File: src/rtl/io_bus_pkg.sv
// Shared types and constants for the IO bus master: op codes, FSM states,
// default widths and the IO address map.
package io_bus_pkg;

  localparam int DEF_ADDR_W = 5;
  localparam int DEF_DATA_W = 8;
  localparam int DEF_IRQ_W  = 8;

  localparam logic [DEF_ADDR_W-1:0] IO_ADDR_SWKEY = 5'd0;
  localparam logic [DEF_ADDR_W-1:0] IO_ADDR_LED   = 5'd1;
  localparam logic [DEF_ADDR_W-1:0] IO_ADDR_TIMER = 5'd2;

  typedef enum logic [1:0] {
    OP_READ  = 2'd0,
    OP_WRITE = 2'd1,
    OP_BSET  = 2'd2,
    OP_BCLR  = 2'd3
  } op_e;

  typedef enum logic [2:0] {
    IDLE  = 3'd0,
    RADDR = 3'd1,
    RDATA = 3'd2,
    WRITE = 3'd3,
    RESP  = 3'd4
  } state_e;

endpackage

File: src/rtl/io_irq_latch.sv
// Interrupt collector: pending flag plus lowest-index priority encoder.
// IO_IRQ_LATCH_EN selects rising-edge latched pending bits cleared by irq_ack.
module io_irq_latch #(
  parameter int IRQ_W = 8
) (
  input  logic             clk,
  input  logic             reset,
  input  logic [IRQ_W-1:0] io_interrupts,
  input  logic             irq_ack,
  output logic             irq_valid,
  output logic [2:0]       irq_id
);

  logic [IRQ_W-1:0] w_src;

`ifdef IO_IRQ_LATCH_EN
  logic [IRQ_W-1:0] r_prev;
  logic [IRQ_W-1:0] r_pending;
  logic [IRQ_W-1:0] w_clr;

  always_comb begin
    w_clr = '0;
    if (irq_ack) w_clr[irq_id] = 1'b1;
  end

  // A new rising edge overrides an acknowledge of the same line.
  always_ff @(posedge clk or posedge reset) begin
    if (reset) begin
      r_prev    <= '0;
      r_pending <= '0;
    end else begin
      r_prev    <= io_interrupts;
      r_pending <= (r_pending & ~w_clr) | (io_interrupts & ~r_prev);
    end
  end

  assign w_src = r_pending;
`else
  logic w_unused;
  assign w_unused = ^{clk, irq_ack};
  assign w_src    = reset ? '0 : io_interrupts;
`endif

  always_comb begin
    irq_valid = |w_src;
    irq_id    = '0;
    for (int i = IRQ_W - 1; i >= 0; i--) begin
      if (w_src[i]) irq_id = 3'(i);
    end
  end

endmodule

File: src/rtl/io_bus_master.sv
// CPU-side initiator for the IO bus (registered read address, 1-cycle read
// latency) with read/write/bit-set/bit-clear ops. Optional IO_IRQ_LATCH_EN in io_irq_latch.
module io_bus_master import io_bus_pkg::*; #(
  parameter int ADDR_W = DEF_ADDR_W,
  parameter int DATA_W = DEF_DATA_W,
  parameter int IRQ_W  = DEF_IRQ_W
) (
  input  logic              clk,
  input  logic              reset,
  input  logic              req_valid,
  output logic              req_ready,
  input  logic [1:0]        req_op,
  input  logic [ADDR_W-1:0] req_addr,
  input  logic [DATA_W-1:0] req_wdata,
  output logic              resp_valid,
  output logic [DATA_W-1:0] resp_data,
  output logic [ADDR_W-1:0] io_readaddr,
  input  logic [DATA_W-1:0] io_readdata,
  output logic [ADDR_W-1:0] io_writeaddr,
  output logic [DATA_W-1:0] io_writedata,
  output logic              io_write_en,
  input  logic [IRQ_W-1:0]  io_interrupts,
  output logic              irq_valid,
  output logic [2:0]        irq_id,
  input  logic              irq_ack
);

  state_e            r_state, w_state_next;
  op_e               r_op;
  logic [ADDR_W-1:0] r_addr;
  logic [DATA_W-1:0] r_wdata;
  logic [DATA_W-1:0] r_resp_data;
  logic [ADDR_W-1:0] r_readaddr;
  logic [ADDR_W-1:0] r_writeaddr;
  logic [DATA_W-1:0] r_writedata;
  logic              w_handshake;
  op_e               w_req_op;
  logic [DATA_W-1:0] w_mask;
  logic [DATA_W-1:0] w_modify;

  assign w_req_op    = op_e'(req_op);
  assign req_ready   = (r_state == IDLE) && !reset;
  assign w_handshake = req_valid && req_ready;
  assign w_mask      = {{(DATA_W-1){1'b0}}, 1'b1} << r_wdata[2:0];
  assign w_modify    = (r_op == OP_BSET) ? (io_readdata | w_mask) : (io_readdata & ~w_mask);

  always_comb begin
    w_state_next = r_state;
    case (r_state)
      IDLE:    if (w_handshake) w_state_next = (w_req_op == OP_WRITE) ? WRITE : RADDR;
      RADDR:   w_state_next = RDATA;
      RDATA:   w_state_next = (r_op == OP_READ) ? RESP : WRITE;
      WRITE:   w_state_next = RESP;
      RESP:    w_state_next = IDLE;
      default: w_state_next = IDLE;
    endcase
  end

  // The read address is launched at the handshake so it is on the bus during
  // RADDR and the responder's data is ready to capture in RDATA.
  always_ff @(posedge clk or posedge reset) begin
    if (reset) begin
      r_state     <= IDLE;
      r_op        <= OP_READ;
      r_addr      <= '0;
      r_wdata     <= '0;
      r_resp_data <= '0;
      r_readaddr  <= '0;
      r_writeaddr <= '0;
      r_writedata <= '0;
    end else begin
      r_state <= w_state_next;
      if (w_handshake) begin
        r_op    <= w_req_op;
        r_addr  <= req_addr;
        r_wdata <= req_wdata;
        if (w_req_op == OP_WRITE) begin
          r_writeaddr <= req_addr;
          r_writedata <= req_wdata;
        end else begin
          r_readaddr <= req_addr;
        end
      end
      if (r_state == RDATA) begin
        r_resp_data <= io_readdata;
        if (r_op != OP_READ) begin
          r_writeaddr <= r_addr;
          r_writedata <= w_modify;
        end
      end
      if (r_state == WRITE && r_op == OP_WRITE) r_resp_data <= r_wdata;
    end
  end

  assign io_write_en  = (r_state == WRITE);
  assign resp_valid   = (r_state == RESP);
  assign resp_data    = r_resp_data;
  assign io_readaddr  = r_readaddr;
  assign io_writeaddr = r_writeaddr;
  assign io_writedata = r_writedata;

  io_irq_latch #(.IRQ_W(IRQ_W)) u_irq (
    .clk           (clk),
    .reset         (reset),
    .io_interrupts (io_interrupts),
    .irq_ack       (irq_ack),
    .irq_valid     (irq_valid),
    .irq_id        (irq_id)
  );

endmodule

File: config.mk
export PLATFORM = sky130hd
export DESIGN_NAME = io_bus_master
export DESIGN_NICKNAME = d
export VERILOG_FILES = /design/src/rtl/io_bus_pkg.sv /design/src/rtl/io_irq_latch.sv /design/src/rtl/io_bus_master.sv
export SDC_FILE = /design/constraint.sdc
export NUM_CORES = 1
export LEC_CHECK = 0
export ABC_AREA = 1
export CORE_ASPECT_RATIO = 1.2
export CORE_MARGIN = 3
export CORE_UTILIZATION = 36
export CTS_CLUSTER_DIAMETER = 50
export DETAILED_ROUTE_END_ITERATION = 6
export PLACE_DENSITY = 0.6
export SYNTH_ARGS = -nofsm -noshare
export SYNTH_HDL_FRONTEND = slang
export SYNTH_SLANG_ARGS = --single-unit
File: constraint.sdc
create_clock -name clk -period 1.7 [get_ports clk]
set_clock_uncertainty 0.1 [all_clocks]
set_input_delay 0.17 -clock clk [delete_from_list [all_inputs] [get_ports clk]]
set_output_delay 0.17 -clock clk [all_outputs]
set_load 0.02 [all_outputs]
Word level (Yosys, flattened, before mapping)
Cells that the tools add are included. Widths: inputs -> output; s select.

Flip-flop bits (word level): 44. Logic and storage cells: 55.

Multiplexer cells: 24. Bitwise logic cells: 4. Shift operators: 1. Reduce and logical (&&, ||, !) cells: 10. Equal/unequal tests: 8.

Operators by type and width (number): $mux 8 (8); $mux 3 (10); $mux 5 (4); $pmux 3 s4 (1); $and 8x8->8 (1); $not 8->8 (1); $or 8x8->8 (1); $reduce_or 8->1 (1); $shl 1x3->8 const A (1); $eq 3x2->1 const B (2); $eq 2x1->1 const B (2); $reduce_bool 2->1 (2); $eq 3x1->1 const B (1); $eq 3x3->1 const B (1); $logic_and 1x1->1 (3); $logic_not 3->1 (1); $eq 2x2->1 const B (1); $logic_not 2->1 (1); $mux 2 (1); $ne 2x2->1 const B (1); $reduce_and 2->1 (1); $logic_not 1->1 (1); $not 1->1 (1).

Longest topological paths before layout
Gate-level depths: netlist of the first run.

Word-level depth: 9. Depth in mapped cells: 9.

Modules after synthesis
Synthesis of the first run repeated with hierarchy kept, for this count alone.

Cell total of the unflattened synthesis: 320. Area, all modules: 2409.8 sq um.

Modules (own cells, without submodules): io_bus_master (cells each 294, area each 2284.7 sq um, instances 1, seq. area each 1101.1 sq um); io_irq_latch (cells each 26, area each 125.1 sq um, instances 1, seq. area each 0.0 sq um).

Worst setup path before layout of the first run
No wires, ideal clock.

Path type: input to output. From: in reset. To: out irq_id[2]. Stages on the path: 5. Arrival: 1544 ps. Path slack: -114 ps. Path buffers: 0. Cell sequence: inv_2 o21ai_0 inv_1 nor2_1 nor3_1.

Longest elaborated chain between the ends: 9.

RTL lines: from (decl) (line io_bus_master.sv:9) `input logic reset,`; $mux 8 (*) (line io_irq_latch.sv:41) `assign w_src = reset ? '0 : io_interrupts;`; $mux 3 (7 in a row) (line io_irq_latch.sv:48) `if (w_src[i]) irq_id = 3'(i);`; $mux 3 (*) (line io_irq_latch.sv:48); to (decl) (line io_bus_master.sv:24) `output logic [2:0] irq_id,`.

Every way passes the cells marked *; elsewhere a longest branch is shown, timed or not.

Worst setup path in the final report of the first run
From: reg r_state[2]. To: out io_write_en.

Longest elaborated chain between the ends: 1.

RTL lines: from (decl) (line io_bus_master.sv:28) `state_e r_state, w_state_next;`; from (signal assigned) (line io_bus_master.sv:72) `r_state <= w_state_next;`; $eq 3x2->1 (line io_bus_master.sv:95) `assign io_write_en = (r_state == WRITE);`; to (decl) (line io_bus_master.sv:21) `output logic io_write_en,`.

No other way between the ends.

==> results of run 1 <==
path summary, 6_finish.rpt:
path                              start         endpoint  depth (start not counted)
max                          r_state[2]      io_write_en                          4
max reg2reg                  r_state[0]  io_writedata[6]                          9
min                               reset  io_writedata[7]                          4
min reg2reg                   r_addr[0]  io_writeaddr[0]                          2
min in group clk           req_wdata[7]       r_wdata[7]                          3
max in group asynchronous         reset  io_writedata[3]                          4
timing repair:
| item | 4_1_cts | 5_1_grt |
|---|---|---|
| pin swaps | 0 | 0 |
| setup endpoints to repair | 7 | 5 |
| cloned | 0 | 0 |
| hold endpoints to repair | 0 | 17 |
| gates resized for setup | 18 | 6 |
| hold buffers | 0 | 1 |
report_power, final:
group	switching (mW)	total [mW]	internal [mW]
Combinational	1.42	2.68	1.26
Clock	0.339	0.701	0.362
Sequential	0.350	1.90	1.55
flip-flops by register name (all words and copies together) (netlist names):
register and count:
r_wdata 8, io_writeaddr 5, r_op 2, io_writedata 8
r_state 3, io_readaddr 5, resp_data 8, r_addr 5
logic make-up (layout without fill, tap and decap cells):
group	after synthesis	after routing	synth area share
AO/OA/AOI/OAI	54	54	0.1449
buffers and inverters	50	131	0.09818
flip-flops	44	44	0.4571
AND/OR/NAND/NOR	165	165	0.2997
stage by stage:
| stage | util | cell area (µm²) |
|---|---|---|
| after global placement | 0.5054 | 3258 |
| after CTS | 0.5186 | 3343 |
| after detailed placement | 0.5054 | 3258 |
| final | 0.5202 | 3353 |
| after global routing | 0.5202 | 3353 |
| after floorplan | - | 2411 |
cells in the final DEF (no fill, tap or decap), types with 7 or more instances in the layout:
cell type        count
clkbuf_8             7
a21oi_1             12
o21ai_0              9
o21ai_1             16
dfrtp_1             44
o21bai_2            10
nand3_1             15
buf_4               19
inv_1               30
nor2_1              35
clkdlybuf4s50_1     58
nand2_1             99
final cells by class:
class | instances | share of cell area
sequential | 44 | 0.3284
multi-input combinational | 219 | 0.3209
timing repair buffer | 87 | 0.2474
inverter | 37 | 0.04291
tap | 85 | 0.03172
clock buffer | 7 | 0.02873
worst max-delay path, stage by stage (launching register included):
cell and delay [ps]:
dfrtp_1 420, inv_1 110, nand3_2 120, inv_1 70, dlygate4sd2_1 320
layer usage:
metal / vias to the layer above / global-route usage / wire [µm]
met3: 6 / 0.04159 / 332
met2: 47 / 0.2797 / 3009
met4: 0 / 0.04225 / 63
met5: - / 0 / 0
met1: 1006 / 0.1953 / 2574
li1: 1149 / - / -
==> impl_metrics.ini, run 1 <==
[timing]
tightestPinTransition_ps = 384.1
period_needed_ps = 1596
hold_viol = 0
min_period_over_period = 0.9386
setup_viol = 0
setup_tns_ps = 0
slew_headroom = 0.7436
max_freq_ghz = 0.6267
hold_ws_ps = 83.89
rsz0062_at_grt = no
setup_slack_ps = 104.3
maxSlewViolCount = 0

[cells_and_area]
antenna_cells = 0
finalNonFillerCells = 479
drive_above_1_share = 0.1497
fin_nets = 429
final-seq-area_mm2 = 0.001101
multi_input_area_mm2 = 0.001076
area_growth_pct = 39.22
fillers = 620

[synthesis]
yosysWarnings = 0
yosysTopAreaCellShare = 0.4571
synth_edf_count = 0
synth_flop_cell = dfrtp_1
yosysMostFrequentCell = nand2_1
synth_area_mm2 = 0.002409
synth_commonest_cells = nand2_1 (99), dfrtp_1 (44), nor2_1 (35), inv_1 (30), o21ai_1 (16)
synth_fp_nets = 348
synth_area_per_cell_um2 = 7.695
ys_ff_latch = 44
yosys.area.top_type = dfrtp_1
async_flop_share = 1.000
synth.area.top_cells = dfrtp_1 (46%), nand2_1 (15%), nor2_1 (5.5%), inv_1 (4.7%), o21bai_2 (4.7%)
synthDistinctLibCells = 27
ys_seq_area_frac = 0.4571
synth_cells = 313

[worst_setup_path]
start_kind = register
r2r_slack_ps = 200
critPathMaxFanout = 3
arrival_ps = 1330
end_kind = primary output
path_class = register to primary output
cp.required_ps = 1430

[global_route]
grt_pass1_wl_mm = 9.639
grt.total_usage = 0.1603
grt_pass1_vias = 2069
antenna_found_initial = 0
grt_max_degree = 39
overflow = 0

[place]
dp_cells = 471
gp_congestion = 0.8060
numPortBuffers = 66
dp_hpwl_mm = 4.428
place_ws_ps = -379.1

[die]
rows = 32
coreArea_mm2 = 0.006446
die_h_um = 95.60
io_pins = 68
start_util = 0.3736
die_w_um = 80.67
dieArea_mm2 = 0.007712

[pwr]
cellLeakagePower_nw = 1.629
p_per_area_mw_per_mm2 = 1575
finalPower_mw = 5.281
ir_drop_v = 0.0007830

[clocking]
clockBufferDepth = 2
cts.sinks = 44
htree_levels = 2
insertion_delay_ps = 290
clockRootBuffer = clkbuf_8
cts_tree = yes
numCtsBuffers = 5
cts_setup_buffers = 0
clkTransAtPathRegs_ps = 80

[routing]
vias = 2208
drt_wl_total_mm = 5.979
drt.antenna.violating_nets = 0
remaining_drc_errors = 0
drtIter0Drc = 82
post_drt_via_cell_ratio = 4.610
post_drt_wl_per_cell_um = 12.48
drtPass1Iterations = 6

[run]
cap_violations = 0

[status]
outcome = completed

[min_path]
hold_class = primary input to asynchronous set/reset pin
No activity file was read; power rests on OpenSTA's default activity.
==> inputs of run 2 (changes only) <==
--- a/config.mk
+++ b/config.mk
@@ -5,13 +5,13 @@
 export SDC_FILE = /design/constraint.sdc
 export NUM_CORES = 1
 export LEC_CHECK = 0
-export ABC_AREA = 1
+export CAP_MARGIN = 5
 export CORE_ASPECT_RATIO = 1.2
 export CORE_MARGIN = 3
 export CORE_UTILIZATION = 36
 export CTS_CLUSTER_DIAMETER = 50
 export DETAILED_ROUTE_END_ITERATION = 6
-export PLACE_DENSITY = 0.6
+export PLACE_DENSITY = 0.62
 export SYNTH_ARGS = -nofsm -noshare
 export SYNTH_HDL_FRONTEND = slang
 export SYNTH_SLANG_ARGS = --single-unit
==> run 2 against run 1 <==
The run now ends with setup timing left. Highest routed layer unchanged. Critical path type is now register to register. Die area decreased by 11%. Power decreased by 0.85%. Sequential power about the same. Via count decreased by 20%. Register-to-register slack got worse by 230 ps. Non-clock buffer count increased by 5. Synthesized area decreased by 12%. Cell area decreased by 5.5%. Sequential share of layout area increased by 2.0 points. Largest power group unchanged.
==> impl_metrics.ini, run 2 <==
[synthesis]
yosysMostFrequentCell = dfrtp_1
yosysTopAreaCellShare = 0.5183
synth_area_per_cell_um2 = 11.67
synth_fp_nets = 217
ys_seq_area_frac = 0.5183
yosysWarnings = 0
synth.area.top_cells = dfrtp_1 (52%), mux2_2 (10%), mux2i_1 (5.7%), a22o_1 (3.7%), a21oi_1 (3.5%)
synth_commonest_cells = dfrtp_1 (44), mux2_2 (19), nor2_1 (18), a21oi_1 (15), mux2i_1 (12)
async_flop_share = 1.000
synth_flop_cell = dfrtp_1
synth_area_mm2 = 0.002125
synth_cells = 182
yosys.area.top_type = dfrtp_1
synth_edf_count = 0
ys_ff_latch = 44
synthDistinctLibCells = 35

[die]
io_pins = 68
die_h_um = 90.15
start_util = 0.3748
coreArea_mm2 = 0.005668
dieArea_mm2 = 0.006863
rows = 30
die_w_um = 76.13

[clocking]
cts_hold_buf = 0
insertion_delay_ps = 290
cts_tree = yes
clkTransAtPathRegs_ps = 80
clockBufferDepth = 2
clockRootBuffer = clkbuf_8
numCtsBuffers = 5
htree_levels = 2
cts.sinks = 44

[worst_setup_path]
cp-endpoint = io_readaddr[0]
startpoint = r_state[1]
r2r_cells = 5
cp.required_ps = 1770
r2r_slack_ps = -30
path_class = register to register
r2r_start = r_state[1]
critPathMaxFanout = 5
r2r_end = io_readaddr[0]
start_kind = register
end_kind = register
arrival_ps = 1810

[status]
violations = setup timing
outcome = finished, violations left

[run]
cap_violations = 0

[global_route]
grt_max_degree = 45
grt_pass1_wl_mm = 9.356
grt_pass1_vias = 1914
overflow = 0
antenna_found_initial = 0
grt.total_usage = 0.1665

[cells_and_area]
fillers = 498
drive_above_1_share = 0.2868
utilization = 0.5589
final-seq-area_mm2 = 0.001104
multi_input_area_mm2 = 0.001013
area_growth_pct = 49.12
fin_nets = 306
final_cell_mix = clkdlybuf4s50_1 (58), dfrtp_1 (42), buf_4 (23), mux2_2 (19), nor2_1 (17)
antenna_cells = 0
layout_commonest_cell = clkdlybuf4s50_1

[routing]
drt_wl_total_mm = 5.463
remaining_drc_errors = 0
vias = 1761
post_drt_via_cell_ratio = 5.003
post_drt_wl_per_cell_um = 15.52
drtIter0Drc = 113
drtPass1Iterations = 4
drt.antenna.violating_nets = 0

[timing]
hold_viol = 0
slew_headroom = 0.6199
hold_ws_ps = 180.1
max_freq_ghz = 0.5775
rsz0062_at_grt = yes
setup_viol = 6
period_needed_ps = 1732
tightestPinTransition_ps = 570.2
setup_slack_ps = -31.72
min_period_over_period = 1.019
maxSlewViolCount = 0

[pwr]
p_per_area_mw_per_mm2 = 1653
ir_drop_v = 0.0009049
cellLeakagePower_nw = 1.489

[place]
gp_congestion = 0.8269
numPortBuffers = 66
dp_hpwl_mm = 3.805

[min_path]
hold_class = primary input to asynchronous set/reset pin
==> run 2: cell count changes in the layout (fill, tap and decap cells not counted), moves of 12 or more <==
cell / delta
nand2_1: -94
inv_1: -28
mux2_2: +19
nor2_1: -18
o21ai_1: -16
nand3_1: -14
mux2i_1: +12
==> run 2: layout make-up <==
| type | count | share of cell area |
|---|---|---|
| tap | 80 | 0.03160 |
| inverter | 3 | 0.004739 |
| clock inverter | 2 | 0.003160 |
| sequential | 44 | 0.3483 |
| timing repair buffer | 92 | 0.2662 |
| clock buffer | 6 | 0.02607 |
| multi-input combinational | 125 | 0.3199 |
==> run 2: power by group <==
group / switching (mW) / internal, mW
Clock: 0.358 / 0.325
Combinational: 1.25 / 1.42
Sequential: 0.319 / 1.56
Total: 1.93 / 3.31
==> run 2: critical path: stages (launching register included) <==
cell	delay, ps
dfrtp_2	450
nor4_4	260
buf_4	170
nand2_4	50
or2_4	280
mux2_4	310
==> run 2: what timing repair did <==
item | in CTS | in global routing
pin swaps | 2 | 2
setup endpoints to repair | 32 | 49
setup buffers | 3 | 3
gates resized for setup | 21 | 16
==> run 2: logic make-up (layout without fill, tap and decap cells) <==
group                  after synthesis  in the layout  share of synthesized area
AND/OR/NAND/NOR                     46             46                     0.1237
AO/OA/AOI/OAI                       43             43                     0.1384
flip-flops                          44             44                     0.5183
multiplexers                        36             36                     0.1926
buffers and inverters               13            103                    0.02709
==> run 2: worst min-delay path by stage <==
stage | endpoint | from
after global placement | resp_data[3] | resp_data[3]
final | io_writedata[1] | reset
after global routing | r_addr[4] | reset
after CTS | resp_data[0] | resp_data[0]
after detailed placement | resp_data[0] | resp_data[0]
after floorplan | io_readaddr[0] | reset
==> run 2: routing by layer <==
layer	routed length (µm)	vias up	global-route usage
met3	278	6	0.03707
met4	59	0	0.04230
met5	0	-	0
met2	2775	59	0.2914
met1	2350	860	0.2076
li1	-	836	-
==> run 2: per-stage QoR <==
stage	setup slack [ps]	TNS, ps	cells	cell area (µm²)	power [mW]
final	-31.72	-114.6	352	3168	5.237
after floorplan	-261.6	-3036	182	2138	3.324
after global placement	-308.8	-9031	338	2997	4.435
after global routing	-89.65	-913.1	352	3168	5.579
after detailed placement	-348.0	-10950	338	2997	4.492
after CTS	-33.69	-105.5	349	3141	5.244
==> inputs of run 3 (changes only) <==
--- a/config.mk
+++ b/config.mk
@@ -11,7 +11,7 @@
 export CORE_UTILIZATION = 36
 export CTS_CLUSTER_DIAMETER = 50
 export DETAILED_ROUTE_END_ITERATION = 6
-export PLACE_DENSITY = 0.62
+export PLACE_DENSITY = 0.64
 export SYNTH_ARGS = -nofsm -noshare
 export SYNTH_HDL_FRONTEND = slang
 export SYNTH_SLANG_ARGS = --single-unit
==> constraint.sdc (replaced) <==
create_clock -name clk -period 1.5 [get_ports clk]
set_clock_uncertainty 0.1 [all_clocks]
set_input_delay 0.15 -clock clk [delete_from_list [all_inputs] [get_ports clk]]
set_output_delay 0.15 -clock clk [all_outputs]
set_load 0.02 [all_outputs]
==> run 3 against run 2 <==
The flow still finishes with violations (setup timing). Flip-flop and latch count did not move. Clock power rose by 32%. Maximum frequency rose by 3.0%. Count of clock-buffer cells in the layout fell by 1. First-iteration DRC count fell by 42%. Sequential power rose by 13%. Hold slack improved by 72 ps. Core utilization rose by 0.84 points. Final cell count fell by 0.28%. Critical path type unchanged. Largest power group unchanged.
==> impl_metrics.ini, run 3 (synthesis gave the netlist of run 2 again) <==
[status]
outcome = finished, violations left
violations = setup timing

[routing]
remaining_drc_errors = 0
drt.antenna.violating_nets = 0
drtIter0Drc = 65
vias = 1742
post_drt_via_cell_ratio = 4.963
drtPass1Iterations = 4
post_drt_wl_per_cell_um = 15.71
drt_wl_total_mm = 5.515

[pwr]
ir_drop_v = 0.0007989
p_per_area_mw_per_mm2 = 1831
finalPower_mw = 5.888
cellLeakagePower_nw = 1.560

[place]
gp_congestion = 0.7320
dp_hpwl_mm = 3.953
numPortBuffers = 66

[timing]
rsz0062_at_grt = yes
min_period_over_period = 1.121
max_freq_ghz = 0.5947
setup_viol = 43
slew_headroom = 0.6250
setup_slack_ps = -181.4
period_needed_ps = 1681
maxSlewViolCount = 0
setup_tns_ps = -4710
tightestPinTransition_ps = 562.5
hold_viol = 0

[global_route]
grt_pass1_wl_mm = 9.301
grt.total_usage = 0.1688
grt_max_degree = 45
grt_pass1_vias = 1874
antenna_found_initial = 0
overflow = 0

[die]
coreArea_mm2 = 0.005668
io_pins = 68
rows = 30
start_util = 0.3748
dieArea_mm2 = 0.006863
die_h_um = 90.15
die_w_um = 76.13

[clocking]
cts.sinks = 44
clockBufferDepth = 2
cts_hold_buf = 0
insertion_delay_ps = 300
clockRootBuffer = clkbuf_8
clkTransAtPathRegs_ps = 90
cts_tree = yes
numCtsBuffers = 5
htree_levels = 2

[cells_and_area]
fillers = 503
drive_above_1_share = 0.3137
final_cell_mix = dfrtp_1 (43), dlygate4sd2_1 (33), clkdlybuf4s50_1 (24), buf_4 (20), mux2_2 (19)
layout_commonest_cell = dfrtp_1
area_growth_pct = 51.35
fin_nets = 305
antenna_cells = 0

[worst_setup_path]
cp.required_ps = 1580
start_kind = register
r2r_slack_ps = -180
path_class = register to register
end_kind = register
arrival_ps = 1760
critPathMaxFanout = 5
r2r_cells = 5

[run]
cap_violations = 0

[min_path]
hold_class = primary input to asynchronous set/reset pin
run 3: cell count changes in the layout (fill, tap and decap cells not counted), sizes merged:
| cell | before | now |
|---|---|---|
| clkbuf | 8 | 5 |
| clkdlybuf4s50 | 58 | 24 |
| clkdlybuf4s15 | 1 | 0 |
| buf | 29 | 32 |
| clkinvlp | 1 | 2 |
| bufinv | 0 | 1 |
| clkinv | 2 | 1 |
| dlymetal6s2s | 1 | 2 |
| dlygate4sd2 | 1 | 33 |
run 3: timing repair:
item,CTS,global route
endpoints found under the setup margin,76,49
resized for setup,77,15
buffers inserted,1,0
pin swaps,7,4
run 3: layout make-up:
class | instances | area, µm² | area share
inverters | 3 | 15.01 | 0.004669
well taps | 80 | 100.1 | 0.03113
repair buffers | 91 | 827.0 | 0.2572
multi-input cells | 125 | 1060 | 0.3296
flip-flops and latches | 44 | 1102 | 0.3428
clock buffers | 5 | 68.82 | 0.02140
clock inverters | 3 | 42.54 | 0.01323
run 3: final timing paths:
check                                   to          from
max                         io_readaddr[0]    r_state[0]
min                        io_writedata[0]         reset
max reg2reg                 io_readaddr[0]    r_state[0]
min reg2reg                   resp_data[5]  resp_data[5]
max in group asynchronous       r_state[2]         reset
min in group clk              resp_data[5]  resp_data[5]
run 3: through the flow:
step	instances	util	hold slack, ps	setup WS (ps)	instance area [µm²]
after floorplan	182	-	56.86	-461.6	2156
after global placement	342	0.5386	361.8	-470.4	3053
after detailed placement	342	0.5386	367.9	-523.3	3053
after CTS	351	0.5576	269.4	-225.6	3161
after global routing	351	0.5673	314.8	-247.5	3216
final	351	0.5673	252.2	-181.4	3216
run 3: report_power, final:
part           switching, mW  total, mW  internal, mW
clock                  0.411      0.904         0.493
sequential             0.352       2.12          1.77
combinational           1.45       2.86          1.41
run 3: routing by layer:
metal / global-route usage / vias to the layer above / part of all wire
li1: - / 838 / -
met1: 0.2100 / 854 / 0.44
met2: 0.2914 / 41 / 0.51
met3: 0.03106 / 9 / 0.034
met4: 0.06193 / 0 / 0.014
met5: 0 / - / 0
run 3: worst max-delay path: stages (launching register included):
cell	delay, ps
dfrtp_1	430
nor4_4	250
buf_4	180
nand2_4	40
or2_4	270
mux2_4	300
==> RTL edit 1 (flow settings as in run 3) <==
Put a register stage on the output `irq_id`, cleared by the reset. The value now appears one clock later. The other outputs are not delayed to match.
--- a/src/rtl/io_bus_master.sv
+++ b/src/rtl/io_bus_master.sv
@@ -26,2 +26,4 @@
 );
+
+  logic [2:0] irq_id_d;
 
@@ -107,4 +109,12 @@
     .irq_valid     (irq_valid),
-    .irq_id        (irq_id)
+    .irq_id        (irq_id_d)
   );
+
+  always_ff @(posedge clk or posedge reset) begin
+    if (reset) begin
+      irq_id <= '0;
+    end else begin
+      irq_id <= irq_id_d;
+    end
+  end
 
Check against the original RTL: not equivalent (Yosys sat finds a counterexample within 4 cycles, from zero or initial values and one cycle with reset high).
==> RTL edit 1 against run 3 <==
  * Sequential power grew 9.9%
  * Clock power grew 7.3%
  * Area after synthesis grew 2.5%
  * Count of clock-buffer cells in the layout is the same
  * Worst hold slack lost 91 ps
  * Sequential cell count grew 3
  * Final area grew 11%
  * Routed wire length grew 5.7%
  * Largest cell class unchanged
  * Via count grew 9.5%
  * The run still ends with negative setup slack left
  * Setup slack lost 21 ps
  * Critical path type unchanged
  * Power grew 8.6%
  * Sequential share of layout area shrank 1.2 points
==> RTL edit 1: results (changes against run 3) <==
| Metric | Value |
|---|---|
| Fraction of area in multi-input gates | 31.4% (was 33.0%) |
| Share of synthesized area occupied by flip-flops and latches | 54.0% (was 51.8%) |
| Sequential cell area | 1180 sq um (was 1100 sq um) |
| Final weighted congestion in routability-driven placement | 0.802 (was 0.732) |
| Buffer count excluding the clock tree in the final layout | 108 (was 91) |
| Fillcell total | 476 (was 503) |
| Placed inst area | 3140 sq um (was 3050 sq um) |
| Iteration-0 DRC Markers | 128 (was 65) |
| Total clock sinks | 47 (was 44) |
| Vias in the first global route | 2005 (was 1874) |
| Inst Count DP | 361 (was 342) |
| Share of final layout cell area taken by non-clock buffers | 29.0% (was 25.7%) |
| Clock network contribution to total cell area | 3.27% (was 3.46%) |
| WP data arrival | 1800 ps (was 1760 ps) |
| Pin count of the biggest net entering global routing | 48 (was 45) |
| Post-synthesis net count | 233 (was 217) |
| Result of the run | finished with violations (unchanged) |
| Fraction of layout cells with a size suffix above 1 | 36.3% (was 31.4%) |
| Multi-Input Combinational | 137 (was 125) |
| Final standard cell count with taps included and fillers excluded | 383 (was 351) |
| Final count of negative-setup-slack endpoints | 43 (unchanged) |
| Maximum ir drop on the vdd rail | 843 uV (was 799 uV) |
| WL per Instance | 15.2 um (was 15.7 um) |
| Fin nets | 337 (was 305) |
| H-tree Lvls | 2 (unchanged) |
| Global-route wire length before repair | 9650 um (was 9300 um) |
| Violated checks | negative setup slack (unchanged) |
| Root buf cell | clkbuf_8 (unchanged) |
| All-Layer GR Usage | 17.3% (was 16.9%) |
| Leakage power | 1.67 nW (was 1.56 nW) |
| Placeable core region | 5740 sq um (was 5670 sq um) |
| Setup WS post-layout | -203 ps (was -181 ps) |
| Class of the worst hold path | in2reg (was in2async) |
| Number of standard cells after synthesis | 198 (was 182) |
| Main area contributors after synthesis | dfrtp_1 (54%), mux2_2 (7.8%), a21oi_1 (4.8%) (was dfrtp_1 (52%), mux2_2 (10%), mux2i_1 (5.7%)) |
| Tightest Pin Transition | 352 ps (was 562 ps) |
-- RTL edit 1: changes by cell type after synthesis, sizes merged, moves of 3 or more --
cell,delta
a21oi,+6
a31oi,+3
nor2,-4
mux2,-4
mux2i,-12
dfrtp,+3
o21ai,+3
nand2,+17
-- RTL edit 1: worst paths after layout --
check	endpoint	slack, ps	cells after the start	from
min in group asynchronous	irq_id[1]$_DFF_PP0_	320	4	reset
hold reg to reg	resp_data[6]$_DFFE_PP0P_	380	1	resp_data[6]$_DFFE_PP0P_
setup / recovery	io_readaddr[4]$_DFFE_PP0P_	-200	5	r_state[0]$_DFFE_PP0P_
setup reg to reg	io_readaddr[4]$_DFFE_PP0P_	-200	5	r_state[0]$_DFFE_PP0P_
hold / removal	irq_id[1]$_DFF_PP0_	160	3	io_interrupts[1]
max in group asynchronous	r_state[2]$_DFFE_PP0P_	750	4	reset
-- RTL edit 1: report_power, final --
group	leakage (nW)	switching, mW	internal, mW
Clock	0.0587	0.465	0.505
Combinational	1.05	1.50	1.59
Sequential	0.563	0.474	1.86
Total	1.67	2.43	3.96
-- RTL edit 1: routing by layer --
| metal | vias to the layer above | global-route usage [%] | share of wire [%] |
|---|---|---|---|
| met5 | - | 0 | 0 |
| met4 | 0 | 8.01 | 2.2 |
| li1 | 927 | - | - |
| met1 | 919 | 20.8 | 44 |
| met2 | 49 | 28.8 | 50 |
| met3 | 12 | 4.76 | 4.5 |
-- RTL edit 1: logic make-up after synthesis --
logic type             share of synthesized area [%]
AO/OA/AOI/OAI                                   18.2
buffers and inverters                           2.87
flip-flops                                      54.0
multiplexers                                    11.2
AND/OR/NAND/NOR                                 13.8
-- RTL edit 1: what timing repair did --
item,CTS,global route
pin swaps,23,8
gates cloned,1,1
endpoints found under the setup margin,76,45
setup buffers,9,5
gates resized for setup,81,30
==> RTL edit 2 (flow settings as in run 3) <==
Made on the original files. Build with the macro `IO_IRQ_LATCH_EN` defined.
--- a/src/rtl/io_irq_latch.sv
+++ b/src/rtl/io_irq_latch.sv
@@ -2,2 +2,4 @@
 // IO_IRQ_LATCH_EN selects rising-edge latched pending bits cleared by irq_ack.
+`define IO_IRQ_LATCH_EN
+
 module io_irq_latch #(
Behaviour: not the same (Yosys sat finds a counterexample within 4 cycles, from zero or initial values and one cycle with reset high).
==> RTL edit 2 against run 3 <==
  * The run still ends with negative setup slack left
  * Area after synthesis increased by 25%
  * Setup slack got worse by 120 ps
  * Sequential cell count increased by 16
  * Final area increased by 30%
  * Core utilization increased by 3.2 points
  * Synthesized cell count increased by 33%
  * Routed wire length increased by 34%
  * Power increased by 29%
  * Critical path type unchanged
==> RTL edit 2: results (changes against run 3) <==
| Metric | Value |
|---|---|
| Count of buffers from port buffering | 67 (was 66) |
| Wirelength, routed | 7380 um (was 5520 um) |
| Compound-gate portion of the synthesized area | 16.7% (was 13.8%) |
| Tightest Pin Transition | 390 ps (was 562 ps) |
| Pin count of the biggest net entering global routing | 24 (was 45) |
| Result of the run | finished with violations (unchanged) |
| Placed inst area | 3620 sq um (was 3050 sq um) |
| All-Layer GR Usage | 17.8% (was 16.9%) |
| H-tree Lvls | 3 (was 2) |
| Clock insertion delay at the later pin of the skew report | 330 ps (was 300 ps) |
| Library cells used by synthesis | 36 (was 35) |
| Biggest fanout along the worst timing path | 3 (was 5) |
| Clock transition at the registers of the reported paths | 60 ps (was 90 ps) |
| WP data arrival | 1910 ps (was 1760 ps) |
| Slowest cell on the critical path | dfrtp_2 (was dfrtp_1) |
| Fillcell total | 594 (was 503) |
| WL per Instance | 16.5 um (was 15.7 um) |
| Final weighted congestion in routability-driven placement | 0.810 (was 0.732) |
| Share of synthesized area occupied by flip-flops and latches | 56.7% (was 51.8%) |
| Sum of net half-perimeters after detailed placement | 4890 um (was 3950 um) |
| Fraction of registers with async set/reset | 100% (unchanged) |
| Vias in the first global route | 2296 (was 1874) |
| Violated checks | negative setup slack (unchanged) |
| Initial antenna violation count | 0 (unchanged) |
| Maximum ir drop on the vdd rail | 883 uV (was 799 uV) |
| Cell-internal power | 4.76 mW (was 3.68 mW) |
| Multiplexer share of the synthesized area | 9.22% (was 19.3%) |
| Main area contributors after synthesis | dfrtp_1 (57%), mux2_2 (6.4%), a21oi_1 (4.5%) (was dfrtp_1 (52%), mux2_2 (10%), mux2i_1 (5.7%)) |
| Fin nets | 389 (was 305) |
| Leakage power | 1.90 nW (was 1.56 nW) |
| Post-synthesis net count | 277 (was 217) |
| Combined area of the multi-input logic cells | 1240 sq um (was 1060 sq um) |
| Via Count | 2245 (was 1742) |
| Final count of negative-setup-slack endpoints | 50 (was 43) |
| Setup TNS after final layout | -7910 ps (was -4710 ps) |
| Main flop type after synthesis | dfrtp_1 (unchanged) |
| Setup slack after placement | -471 ps (was -523 ps) |
| Iteration-0 DRC Markers | 96 (was 65) |
| Fraction of layout cells with a size suffix above 1 | 35.7% (was 31.4%) |
| Synth top cells by count | dfrtp_1 (60), a21oi_1 (24), nand2_1 (23) (was dfrtp_1 (44), mux2_2 (19), nor2_1 (18)) |
| Inst Count DP | 411 (was 342) |
| Setup WS post-layout | -302 ps (was -181 ps) |
| Global-route wire length before repair | 11600 um (was 9300 um) |
| Number of buffers created by CTS | 9 (was 5) |
| Number of standard cells after synthesis | 242 (was 182) |
RTL edit 2: changes by cell type after synthesis, moves of 5 or more:
| cell | change |
|---|---|
| o21ai_0 | +14 |
| dfrtp_1 | +16 |
| nor3b_1 | +5 |
| nand2_1 | +18 |
| inv_1 | +6 |
| a21oi_1 | +9 |
| mux2i_1 | -12 |
RTL edit 2: kinds of logic after synthesis:
| family | Yosys count |
|---|---|
| AOI/OAI and AO/OA | 70 |
| and+or+nand+nor | 70 |
| DFF | 60 |
| buffers and inverters | 22 |
| muxes | 20 |
RTL edit 2: routing by layer:
metal,vias up,routed length (um),global-route usage (%)
met1,1104,3110,22.9
met5,-,0,0
met4,0,68,6.68
li1,1081,-,-
met3,4,333,4.19
met2,56,3870,29.2
RTL edit 2: critical path: cells and delay by family (launching register included):
| kind | cells | cell delay [ps] |
|---|---|---|
| AOI/OAI and AO/OA | 1 | 350 |
| buffers and inverters | 2 | 230 |
| DFF | 1 | 430 |
| and+or+nand+nor | 3 | 570 |
RTL edit 2: power groups by stage:
stage / Sequential [mW] / Clock [mW] / Combinational, mW
final: 2.81 / 1.21 / 3.58
after global routing: 2.89 / 1.33 / 3.87
after CTS: 2.78 / 1.25 / 3.19
after detailed placement: 2.80 / 0 / 3.16
after global placement: 2.78 / 0 / 3.10
after floorplan: 3.02 / 0 / 1.53
RTL edit 2: area by class of cell:
| type | count | share of cell area, % |
|---|---|---|
| flip-flops and latches | 60 | 36.1 |
| multi-input cells | 160 | 29.8 |
| repair buffers | 114 | 26.7 |
| clock buffers | 14 | 3.65 |
| well taps | 87 | 2.60 |
| inverters | 9 | 0.898 |
| clock inverters | 2 | 0.240 |
RTL edit 2: what timing repair did:
action                                  4_1_cts  5_1_grt
endpoints found under the setup margin       76       51
setup buffers                                 7       11
resized for setup                            95       43
pin swaps                                    17       29
cloned                                        2        0
RTL edit 2: worst paths after layout:
| path | endpoint | startpoint | slack (ps) | cells after the start |
|---|---|---|---|---|
| worst max register to register | r_state[1]$_DFFE_PP0P_ | r_state[2]$_DFFE_PP0P_ | -300 | 6 |
| worst min register to register | u_irq.r_pending[2]$_DFF_PP0_ | u_irq.r_prev[2]$_DFF_PP0_ | 320 | 1 |
| worst max-delay path | r_state[1]$_DFFE_PP0P_ | r_state[2]$_DFFE_PP0P_ | -300 | 6 |
| worst min-delay path | r_state[0]$_DFFE_PP0P_ | reset | 130 | 3 |
| min in group clk | u_irq.r_prev[7]$_DFF_PP0_ | io_interrupts[7] | 180 | 1 |
| max in group asynchronous | r_addr[2]$_DFFE_PP0P_ | reset | 760 | 4 |
